File: config.mk
export PLATFORM = sky130hd
export DESIGN_NAME = adder_measure_ctrl
export DESIGN_NICKNAME = d
export VERILOG_FILES = /design/src/rtl/adder_measure_ctrl.sv
export SDC_FILE = /design/constraint.sdc
export NUM_CORES = 1
export LEC_CHECK = 0
export CAP_MARGIN = 20
export CORE_UTILIZATION = 50
export CTS_CLUSTER_SIZE = 25
export DETAILED_ROUTE_END_ITERATION = 8
export GPL_TIMING_DRIVEN = 0
export HOLD_SLACK_MARGIN = 0.1
export PLACE_DENSITY = 0.79
export SYNTH_ARGS = -nofsm -noshare
export SYNTH_HDL_FRONTEND = slang
export SYNTH_SLANG_ARGS = --single-unit
File: constraint.sdc
create_clock -name wb_clk_i -period 3.5 [get_ports wb_clk_i]
set_clock_uncertainty 0.15 [all_clocks]
set_input_delay 0.7 -clock wb_clk_i [delete_from_list [all_inputs] [get_ports wb_clk_i]]
set_output_delay 0.7 -clock wb_clk_i [all_outputs]
set_load 0.05 [all_outputs]
File: src/rtl/adder_measure_ctrl.sv
// Wishbone-slave sequencer for the instrumented ripple adder: holds operands, times the ring
// oscillator, captures count and sum. Define MEASURE_CTRL_IRQ_EN for the completion interrupt.
module adder_measure_ctrl #(
  parameter logic [31:0] BASE_ADDR     = 32'h3000_0000,
  parameter int          ADDER_W       = 32,
  parameter int          COUNT_W       = 32,
  parameter int          SETTLE_CYCLES = 4
) (
  input  logic               wb_clk_i,
  input  logic               wb_rst_n_i,
  input  logic               wbs_stb_i,
  input  logic               wbs_cyc_i,
  input  logic               wbs_we_i,
  input  logic [3:0]         wbs_sel_i,
  input  logic [31:0]        wbs_adr_i,
  input  logic [31:0]        wbs_dat_i,
  output logic               wbs_ack_o,
  output logic [31:0]        wbs_dat_o,
  output logic [ADDER_W-1:0] adder_a,
  output logic [ADDER_W-1:0] adder_b,
  input  logic [ADDER_W-1:0] adder_sum,
  output logic               ring_en,
  output logic               cnt_clear,
  input  logic [COUNT_W-1:0] ring_count,
  output logic               busy,
  output logic               irq
);

  localparam int SET_W = $clog2(SETTLE_CYCLES + 1);

  typedef enum logic [2:0] {IDLE, CLEAR, RUN, SETTLE, CAPTURE, DONE} state_t;

  state_t             state_q;
  logic               ack_q, ack_d;
  logic [31:0]        dat_q, dat_d;
  logic [31:0]        a_q, a_d, b_q, b_d, run_q, run_d;
  logic               start_req_q, start_req_d, abort_req_q, abort_req_d;
  logic               busy_q, done_q, ring_en_q, cnt_clear_q;
  logic [31:0]        run_cnt_q;
  logic [SET_W-1:0]   settle_cnt_q;
  logic [COUNT_W-1:0] ring_count_q;
  logic [ADDER_W-1:0] sum_q;
  logic               irq_bit;
  logic               access, lock;

`ifdef MEASURE_CTRL_IRQ_EN
  logic irq_pend_q, clr_req_q, clr_req_d;
  assign irq_bit = irq_pend_q;
`else
  assign irq_bit = 1'b0;
`endif

  function automatic logic [31:0] merge_bytes(input logic [31:0] old_v, input logic [31:0] new_v,
                                              input logic [3:0] sel);
    logic [31:0] r;
    r = old_v;
    for (int i = 0; i < 4; i++)
      if (sel[i]) r[i*8 +: 8] = new_v[i*8 +: 8];
    return r;
  endfunction

  // ack_q gates re-entry so every access gets exactly one single-cycle ack
  assign access = wbs_stb_i & wbs_cyc_i & (wbs_adr_i[31:8] == BASE_ADDR[31:8]) & ~ack_q;
  assign lock   = busy_q | start_req_q;

  always_comb begin
    ack_d       = access;
    dat_d       = 32'h0;
    a_d         = a_q;
    b_d         = b_q;
    run_d       = run_q;
    start_req_d = 1'b0;
    abort_req_d = 1'b0;
`ifdef MEASURE_CTRL_IRQ_EN
    clr_req_d   = 1'b0;
`endif
    if (access && wbs_we_i) begin
      case (wbs_adr_i[7:0])
        8'h00: if (wbs_sel_i[0]) begin
          start_req_d = wbs_dat_i[0];
          abort_req_d = wbs_dat_i[1];
`ifdef MEASURE_CTRL_IRQ_EN
          clr_req_d   = wbs_dat_i[2];
`endif
        end
        8'h04: if (!lock) a_d = merge_bytes(a_q, wbs_dat_i, wbs_sel_i);
        8'h08: if (!lock) b_d = merge_bytes(b_q, wbs_dat_i, wbs_sel_i);
        8'h0C: if (!lock) run_d = merge_bytes(run_q, wbs_dat_i, wbs_sel_i);
        default: ;
      endcase
    end else if (access) begin
      case (wbs_adr_i[7:0])
        8'h00:   dat_d = {29'h0, irq_bit, done_q, busy_q};
        8'h04:   dat_d = a_q;
        8'h08:   dat_d = b_q;
        8'h0C:   dat_d = run_q;
        8'h10:   dat_d = 32'(ring_count_q);
        8'h14:   dat_d = 32'(sum_q);
        default: dat_d = 32'h0;
      endcase
    end
  end

  always_ff @(posedge wb_clk_i or negedge wb_rst_n_i) begin
    if (!wb_rst_n_i) begin
      ack_q       <= 1'b0;
      dat_q       <= 32'h0;
      a_q         <= 32'h0;
      b_q         <= 32'h0;
      run_q       <= 32'h0;
      start_req_q <= 1'b0;
      abort_req_q <= 1'b0;
`ifdef MEASURE_CTRL_IRQ_EN
      clr_req_q   <= 1'b0;
`endif
    end else begin
      ack_q       <= ack_d;
      dat_q       <= dat_d;
      a_q         <= a_d;
      b_q         <= b_d;
      run_q       <= run_d;
      start_req_q <= start_req_d;
      abort_req_q <= abort_req_d;
`ifdef MEASURE_CTRL_IRQ_EN
      clr_req_q   <= clr_req_d;
`endif
    end
  end

  // Control requests arrive one cycle after the ack, so cnt_clear trails the START ack by one cycle
  always_ff @(posedge wb_clk_i or negedge wb_rst_n_i) begin
    if (!wb_rst_n_i) begin
      state_q      <= IDLE;
      busy_q       <= 1'b0;
      done_q       <= 1'b0;
      ring_en_q    <= 1'b0;
      cnt_clear_q  <= 1'b0;
      run_cnt_q    <= 32'h0;
      settle_cnt_q <= '0;
      ring_count_q <= '0;
      sum_q        <= '0;
`ifdef MEASURE_CTRL_IRQ_EN
      irq_pend_q   <= 1'b0;
`endif
    end else begin
`ifdef MEASURE_CTRL_IRQ_EN
      if (clr_req_q) irq_pend_q <= 1'b0;
`endif
      if (abort_req_q && busy_q) begin
        state_q     <= IDLE;
        busy_q      <= 1'b0;
        ring_en_q   <= 1'b0;
        cnt_clear_q <= 1'b0;
      end else begin
        case (state_q)
          IDLE, DONE: if (start_req_q && !abort_req_q) begin
            state_q     <= CLEAR;
            busy_q      <= 1'b1;
            done_q      <= 1'b0;
            cnt_clear_q <= 1'b1;
`ifdef MEASURE_CTRL_IRQ_EN
            irq_pend_q  <= 1'b0;
`endif
          end
          CLEAR: begin
            cnt_clear_q <= 1'b0;
            run_cnt_q   <= run_q;
            if (run_q == 32'h0) begin
              state_q      <= SETTLE;
              settle_cnt_q <= SET_W'(SETTLE_CYCLES);
            end else begin
              state_q   <= RUN;
              ring_en_q <= 1'b1;
            end
          end
          RUN: if (run_cnt_q == 32'd1) begin
            state_q      <= SETTLE;
            ring_en_q    <= 1'b0;
            settle_cnt_q <= SET_W'(SETTLE_CYCLES);
          end else begin
            run_cnt_q <= run_cnt_q - 32'd1;
          end
          SETTLE: if (settle_cnt_q == SET_W'(1)) state_q <= CAPTURE;
                  else settle_cnt_q <= settle_cnt_q - SET_W'(1);
          CAPTURE: begin
            ring_count_q <= ring_count;
            sum_q        <= adder_sum;
            state_q      <= DONE;
            busy_q       <= 1'b0;
            done_q       <= 1'b1;
`ifdef MEASURE_CTRL_IRQ_EN
            irq_pend_q   <= 1'b1;
`endif
          end
          default: state_q <= IDLE;
        endcase
      end
    end
  end

  assign wbs_ack_o = ack_q;
  assign wbs_dat_o = dat_q;
  assign adder_a   = a_q[ADDER_W-1:0];
  assign adder_b   = b_q[ADDER_W-1:0];
  assign ring_en   = ring_en_q;
  assign cnt_clear = cnt_clear_q;
  assign busy      = busy_q;
  assign irq       = irq_bit;

endmodule

==> results of run 1 <==
[through the flow]
| stage | total power [mW] | worst slack, ns |
|---|---|---|
| 6_report | 5.94 | 0.151 |
| 5_1_grt | 6.11 | 0.0498 |
| 4_1_cts | 5.96 | 0.169 |
| 3_5_place_dp | 3.22 | -0.372 |
| 3_3_place_gp | 3.20 | -8.44 |
| 2_1_floorplan | 2.95 | 0.719 |
[per-layer routing]
metal  GRT usage (%)  part of all wire (%)  up-vias  wire (microns)
li1                -                     -     3989               -
met1            42.4                    40     4592           13800
met2            48.7                    47      498           16400
met3            6.75                   9.1       96            3180
met4            13.4                   4.1        0            1440
met5               0                     0        -               0
[logic make-up after synthesis]
| family | count (synthesis) |
|---|---|
| buffers and inverters | 63 |
| AOI/OAI and AO/OA | 169 |
| adders and majority gates | 4 |
| DFF | 237 |
| other | 1 |
| and+or+nand+nor | 238 |
| muxes | 194 |
| xor gates and xnor gates | 1 |
[power breakdown]
group | internal, mW | total [mW] | switching, mW
clock network | 1.63 | 2.77 | 1.14
registers | 2.78 | 2.80 | 0.0195
logic | 0.213 | 0.369 | 0.156
total | 4.62 | 5.94 | 1.32
[Yosys cell counts, drive strengths merged (9+ instances only)]
master,count
dfrtp,237
mux2,192
nor2,75
clkbuf,46
nand2,38
a222oi,32
a22o,30
o21ai,27
nor4,22
nand3,21
nor3,19
a21oi,15
or3,12
inv,10
or4,9
[sequential cells by signal (all words and copies together), names as in the netlist, 32 cells and up]
| name | flops |
|---|---|
| run_cnt_q | 32 |
| sum_q | 32 |
| run_q | 32 |
| adder_a | 32 |
| wbs_dat_o | 32 |
| adder_b | 32 |
| ring_count_q | 32 |
[final cells by class]
class                      count  area, sq um  share of cell area, %
buffer                        53          215                   1.46
clock buffer                  36          738                   5.02
clock inverter                11          131                  0.893
inverter                      10         37.5                  0.255
multi-input combinational    607         4890                   33.2
sequential                   237         5930                   40.3
tap                          280          350                   2.38
timing repair buffer         238         2420                   16.5
[path summary, 6_finish.rpt]
check,end,slack [ns],cells past startpoint
worst max-delay path,run_q[31],0.15,8
worst min-delay path,run_cnt_q[30],0.34,1
worst max register to register,ring_en,0.51,7
worst min register to register,run_cnt_q[30],0.34,1
max in group asynchronous,sum_q[10],1.87,3
min in group asynchronous,adder_a[28],0.47,2
[worst max-delay path, delay by kind of cell]
kind,cells,cell delay (ns)
muxes,1,0.40
buffers and inverters,3,1.17
and+or+nand+nor,4,1.34
==> run_results.csv, run 1 <==
group,metric,value,unit
run_status,run_status,"complete, no violations",
layout,finalNetCount,1314,
synthesis,synth_enable_flop_cells,0,
worst_setup_path,path_cells,"clkdlybuf4s50_1, clkbuf_1, nor2b_1, nor4bb_1, buf_2, nand3_1, nor2_2, mux2_2",
synthesis,synth_adder_area_share,0.452,%
clocking,clock-root-buffer,"sky130_fd_sc_hd__clkbuf_16",
timing,setup-violations-final,0,
synthesis,synthesis.area_per_instance,12.2,sq um
layout,instances_no_fill,1472,
layout,post-route-cell-area,0.0147,sq mm
synthesis,muxShareOfSynthArea,19.7,%
die,top_level_ports,238,
route,route.detailed.drc,0,
job,maxCapViolations,0,
synthesis,synth_top_area_cell,"sky130_fd_sc_hd__dfrtp_1",
layout,antenna_cells_inserted,0,
global_route,first_global_vias,9152,
route,final_antenna_net_count,0,
power_and_ir_drop,power.static_leakage,6.39,nW
clocking,cts_made_buffers,26,
die,die_w,151,microns
synthesis,postSynth.topFlopCell,"sky130_fd_sc_hd__dfrtp_1",
place,portBuffers,235,
worst_setup_path,timing.critical_path.from_type,"primary input",
timing,setup_total_negative_slack,0,ns
timing,grt_setup_unrepaired,"no",
layout,drive_above_1_share,22.1,%
die,chipHeight,151,microns
global_route,initial_antenna_violation_count,1,
worst_setup_path,cpMaxStageDelayCell,"sky130_fd_sc_hd__nor2_2",
route,dr_total_vias,9175,
worst_hold_path,worst_hold_startpoint,"run_cnt_q[30]",
layout,finalCoreUtilization,67.7,%
worst_setup_path,crit_path_max_incr_delay,0.60,ns
route,drt_iter0_markers,960,
die,floorplan.initialDensity,50.9,%
synthesis,yosys.area_share.simple,11.6,%
place,gp_routability_congestion,0.916,
clocking,tritoncts_num_sinks,237,
route,first_pass_iters,6,
clocking,cts.hold.buffers_added,1,
layout,area_growth,32.9,%
synthesis,post_synth_xor_area_fraction,0.0791,%
clocking,cts-root-to-sink-buffers,3,
worst_setup_path,critical_path.max_fanout,10,
global_route,largest_net_degree_at_the_start_of_global_routing,114,
layout,leading_cell_type_in_the_layout_fill_and_taps_excluded,"sky130_fd_sc_hd__dfrtp_1",
layout,layout_common_cells,"237 x sky130_fd_sc_hd__dfrtp_1, 234 x sky130_fd_sc_hd__clkdlybuf4s50_1, 192 x sky130_fd_sc_hd__mux2_2",
synthesis,synth-compound-area-share,12.3,%
timing,timing.final.crit_period,3.35,ns
clocking,postCtsSetupRepairBufs,0,
synthesis,ys_warn_count,0,
timing,final_worst_hold_slack,0.341,ns
power_and_ir_drop,max-vdd-ir-drop,0.261,mV
timing,fmax,0.299,GHz
timing,final_min_period_over_clock_period,95.7,%
clocking,worstSkewPairLatency,0.54,ns
place,post_dp_cell_area,0.0138,sq mm
synthesis,synth_top_family_by_area,"multiplexers",
synthesis,post_synth_instance_area,0.0111,sq mm
global_route,grt_remaining_overflow,0,
power_and_ir_drop,pwr_density_cell,403,mW/mm^2
place,placedCellCount,1424,
synthesis,post-synth-top-area-fraction,53.5,%
route,vias_per_cell,6.23,
synthesis,seq_area_frac_synth,53.5,%
synthesis,synth.ff_latch_count,237,
clocking,htree_levels,1,
worst_setup_path,type_of_the_worst_setup_path,"primary input to register",
synthesis,synthDistinctLibCells,73,
global_route,grt_use_total,31.3,%
worst_hold_path,path_class_of_the_lowest_slack_min_delay_path,"register to register",
die,core,0.0218,sq mm
clocking,path_clk_slew,0.06,ns
clocking,cts_tree,"yes",
global_route,first_pass_grt_wire_length,53100,microns
die,placementRows,54,
synthesis,synth_top_cells_by_area,"sky130_fd_sc_hd__dfrtp_1 54%, sky130_fd_sc_hd__mux2_2 20%, sky130_fd_sc_hd__a222oi_1 2.9%",
timing,final_hold_viol_count,0,
die,die_area,0.0227,sq mm
worst_setup_path,worstSetupStartpoint,"wbs_adr_i[2]",
layout,n_fill_cell,1637,
synthesis,postSynth.asyncResetShare,100,%
route,wl,34800,microns
worst_setup_path,timing.critical_path.arrival,3.62,ns
timing,max_slew_violation_count,0,
route,wl_per_cell,23.7,microns
synthesis,syn_inst,907,
synthesis,synth_nets,1048,
timing,measured_slew_at_the_worst_slew_check_pin,0.850,ns
worst_setup_path,cp_required,3.77,ns
timing,timing.slew.headroom,42.9,%
worst_setup_path,worst_setup_path_end_kind,"register",
place,hpwl,24900,microns
worst_setup_path,critical_path.reg2reg.startpoint,"state_q[1]",
clocking,cts_resized,0,
Note: power is estimated with default switching activity, not from simulation.
==> inputs of run 2 (changes only) <==
- CELL_PAD_IN_SITES_DETAIL_PLACEMENT: not set -> 0
- CELL_PAD_IN_SITES_GLOBAL_PLACEMENT: not set -> 2
- CORE_UTILIZATION: 50 -> 34
- PLACE_DENSITY: 0.79 -> not set
- PLACE_DENSITY_LB_ADDON: not set -> 0.1
==> run_results.csv, run 2 (synthesis results as in run 1) <==
group,metric,value,unit
layout,post-route-cell-area,0.0150,sq mm
place,placedCellCount,1579,
route,final_antenna_net_count,0,
timing,final_worst_hold_slack,0.343,ns
power_and_ir_drop,power.static_leakage,6.42,nW
timing,max_slew_violation_count,0,
power_and_ir_drop,power_switching_share,22.3,%
clocking,cts-root-to-sink-buffers,3,
route,first_pass_iters,7,
worst_setup_path,timing.critical_path.from_type,"primary input",
clocking,cts_tree,"yes",
clocking,cts_made_buffers,28,
layout,finalNetCount,1316,
clocking,htree_levels,1,
job,maxCapViolations,0,
route,drt_iter0_markers,674,
global_route,first_global_vias,9174,
die,die_w,182,microns
clocking,tritoncts_num_sinks,237,
power_and_ir_drop,pwr_density_cell,411,mW/mm^2
worst_setup_path,type_of_the_worst_setup_path,"primary input to register",
layout,layout_common_cells,"237 x sky130_fd_sc_hd__dfrtp_1, 234 x sky130_fd_sc_hd__clkdlybuf4s50_1, 192 x sky130_fd_sc_hd__mux2_2",
power_and_ir_drop,seq_power_share,45.3,%
die,top_level_ports,238,
die,die_area,0.0333,sq mm
worst_setup_path,critical_path.max_fanout,10,
place,place_ws,-0.432,ns
timing,grt_setup_unrepaired,"yes",
route,vias_per_cell,5.43,
timing,final_hold_viol_count,0,
power_and_ir_drop,post-layout-total-power,6.17,mW
route,route.detailed.drc,0,
worst_setup_path,path_cells,"clkdlybuf4s50_1, clkbuf_1, nor2b_1, nor4bb_1, buf_2, nand3_1, nor2_2, mux2_2",
timing,timing.slew.headroom,41.2,%
clocking,worstSkewPairLatency,0.55,ns
route,wl_per_cell,22.9,microns
worst_setup_path,cpMaxStageDelayCell,"sky130_fd_sc_hd__nor2_2",
clocking,postCtsSetupRepairBufs,0,
timing,final_min_period_over_clock_period,96.1,%
worst_setup_path,timing.critical_path.arrival,3.64,ns
layout,multiInputGateArea,0.00489,sq mm
power_and_ir_drop,p_int,4.79,mW
worst_setup_path,rr_worst_depth,6,
timing,setup-violations-final,0,
worst_setup_path,worst_setup_path_end_kind,"register",
layout,drive_above_1_share,22.4,%
worst_hold_path,holdPathStages,1,
die,chipHeight,182,microns
timing,timing.final.crit_period,3.36,ns
timing,setup_total_negative_slack,0,ns
worst_setup_path,cp.buffers_inverters,3,
global_route,largest_net_degree_at_the_start_of_global_routing,112,
route,wl,37400,microns
timing,fin_ws,0.136,ns
timing,measured_slew_at_the_worst_slew_check_pin,0.882,ns
global_route,initial_antenna_violation_count,7,
layout,instances_no_fill,1633,
worst_setup_path,path_depth,8,
worst_setup_path,crit_family,"simple AND/OR/NAND/NOR gates",
layout,leading_cell_type_in_the_layout_fill_and_taps_excluded,"sky130_fd_sc_hd__dfrtp_1",
die,floorplan.initialDensity,34.8,%
worst_hold_path,path_class_of_the_lowest_slack_min_delay_path,"register to register",
worst_setup_path,crit_path_max_incr_delay,0.56,ns
worst_setup_path,cp_required,3.77,ns
layout,area_growth,35.4,%
die,core,0.0318,sq mm
global_route,first_pass_grt_wire_length,57200,microns
clocking,path_clk_slew,0.06,ns
die,placementRows,65,
global_route,grt_use_total,22.7,%
power_and_ir_drop,p_comb_share,6.0,%
place,portBuffers,235,
power_and_ir_drop,max-vdd-ir-drop,0.371,mV
place,gp_routability_congestion,0.806,
place,post_dp_cell_area,0.0140,sq mm
timing,fmax,0.297,GHz
layout,finalCoreUtilization,47.2,%
clocking,clock-root-buffer,"sky130_fd_sc_hd__clkbuf_16",
global_route,grt_remaining_overflow,0,
route,dr_total_vias,8871,
power_and_ir_drop,power.switching,1.38,mW
power_and_ir_drop,share_of_total_power_in_the_clock_network,48.7,%
place,hpwl,27300,microns
run_status,run_status,"complete, no violations",
layout,final-seq-area,0.00593,sq mm
layout,n_fill_cell,2946,
-- run 2: routing by layer --
metal | vias up | part of all wire [%] | GRT usage [%]
li1 | 4016 | - | -
met1 | 4506 | 45 | 31.3
met2 | 279 | 46 | 35.8
met3 | 60 | 5.8 | 4.79
met4 | 10 | 2.4 | 6.12
met5 | - | 0.18 | 0
-- run 2: path summary, 6_finish.rpt --
| check | from | to | slack, ns |
|---|---|---|---|
| worst max-delay path | wbs_adr_i[2] | run_q[26] | 0.14 |
| worst min-delay path | run_cnt_q[30] | run_cnt_q[30] | 0.34 |
| worst max register to register | wbs_ack_o | adder_a[29] | 0.32 |
| worst min register to register | run_cnt_q[30] | run_cnt_q[30] | 0.34 |
| max in group asynchronous | wb_rst_n_i | ring_count_q[10] | 1.78 |
| min in group asynchronous | wb_rst_n_i | sum_q[29] | 0.50 |
-- run 2: power by group through the flow --
stage,Combinational (mW),Clock [mW],Sequential (mW)
after global routing,0.401,3.19,2.80
final,0.367,3.00,2.80
after detailed placement,0.373,0,2.85
after global placement,0.363,0,2.85
after CTS,0.375,3.09,2.80
after floorplan,0.107,0,2.84
-- run 2: area by class of cell --
| type | count | area share (%) |
|---|---|---|
| clock inverters | 13 | 1.08 |
| flip-flops and latches | 237 | 39.5 |
| diodes | 2 | 0.0334 |
| inverters | 10 | 0.250 |
| repair buffers | 238 | 16.2 |
| multi-input cells | 607 | 32.6 |
| clock buffers | 38 | 5.26 |
| well taps | 435 | 3.63 |
| plain buffers | 53 | 1.43 |
-- run 2: what timing repair did --
item,CTS,global route
gates resized for setup,0,0
endpoints found under the hold margin,43,0
hold buffers,1,0
setup endpoints to repair,0,16
==> inputs of run 3 (changes only) <==
--- a/constraint.sdc
+++ b/constraint.sdc
@@ -3,3 +3,3 @@
 set_input_delay 0.7 -clock wb_clk_i [delete_from_list [all_inputs] [get_ports wb_clk_i]]
 set_output_delay 0.7 -clock wb_clk_i [all_outputs]
-set_load 0.05 [all_outputs]
+set_load 0.005 [all_outputs]
==> results of run 3 <==
The final DEF is identical to that of run 2. Status: complete, no violations.
Among the figures that moved: total power 6.17 mW -> 6.16 mW
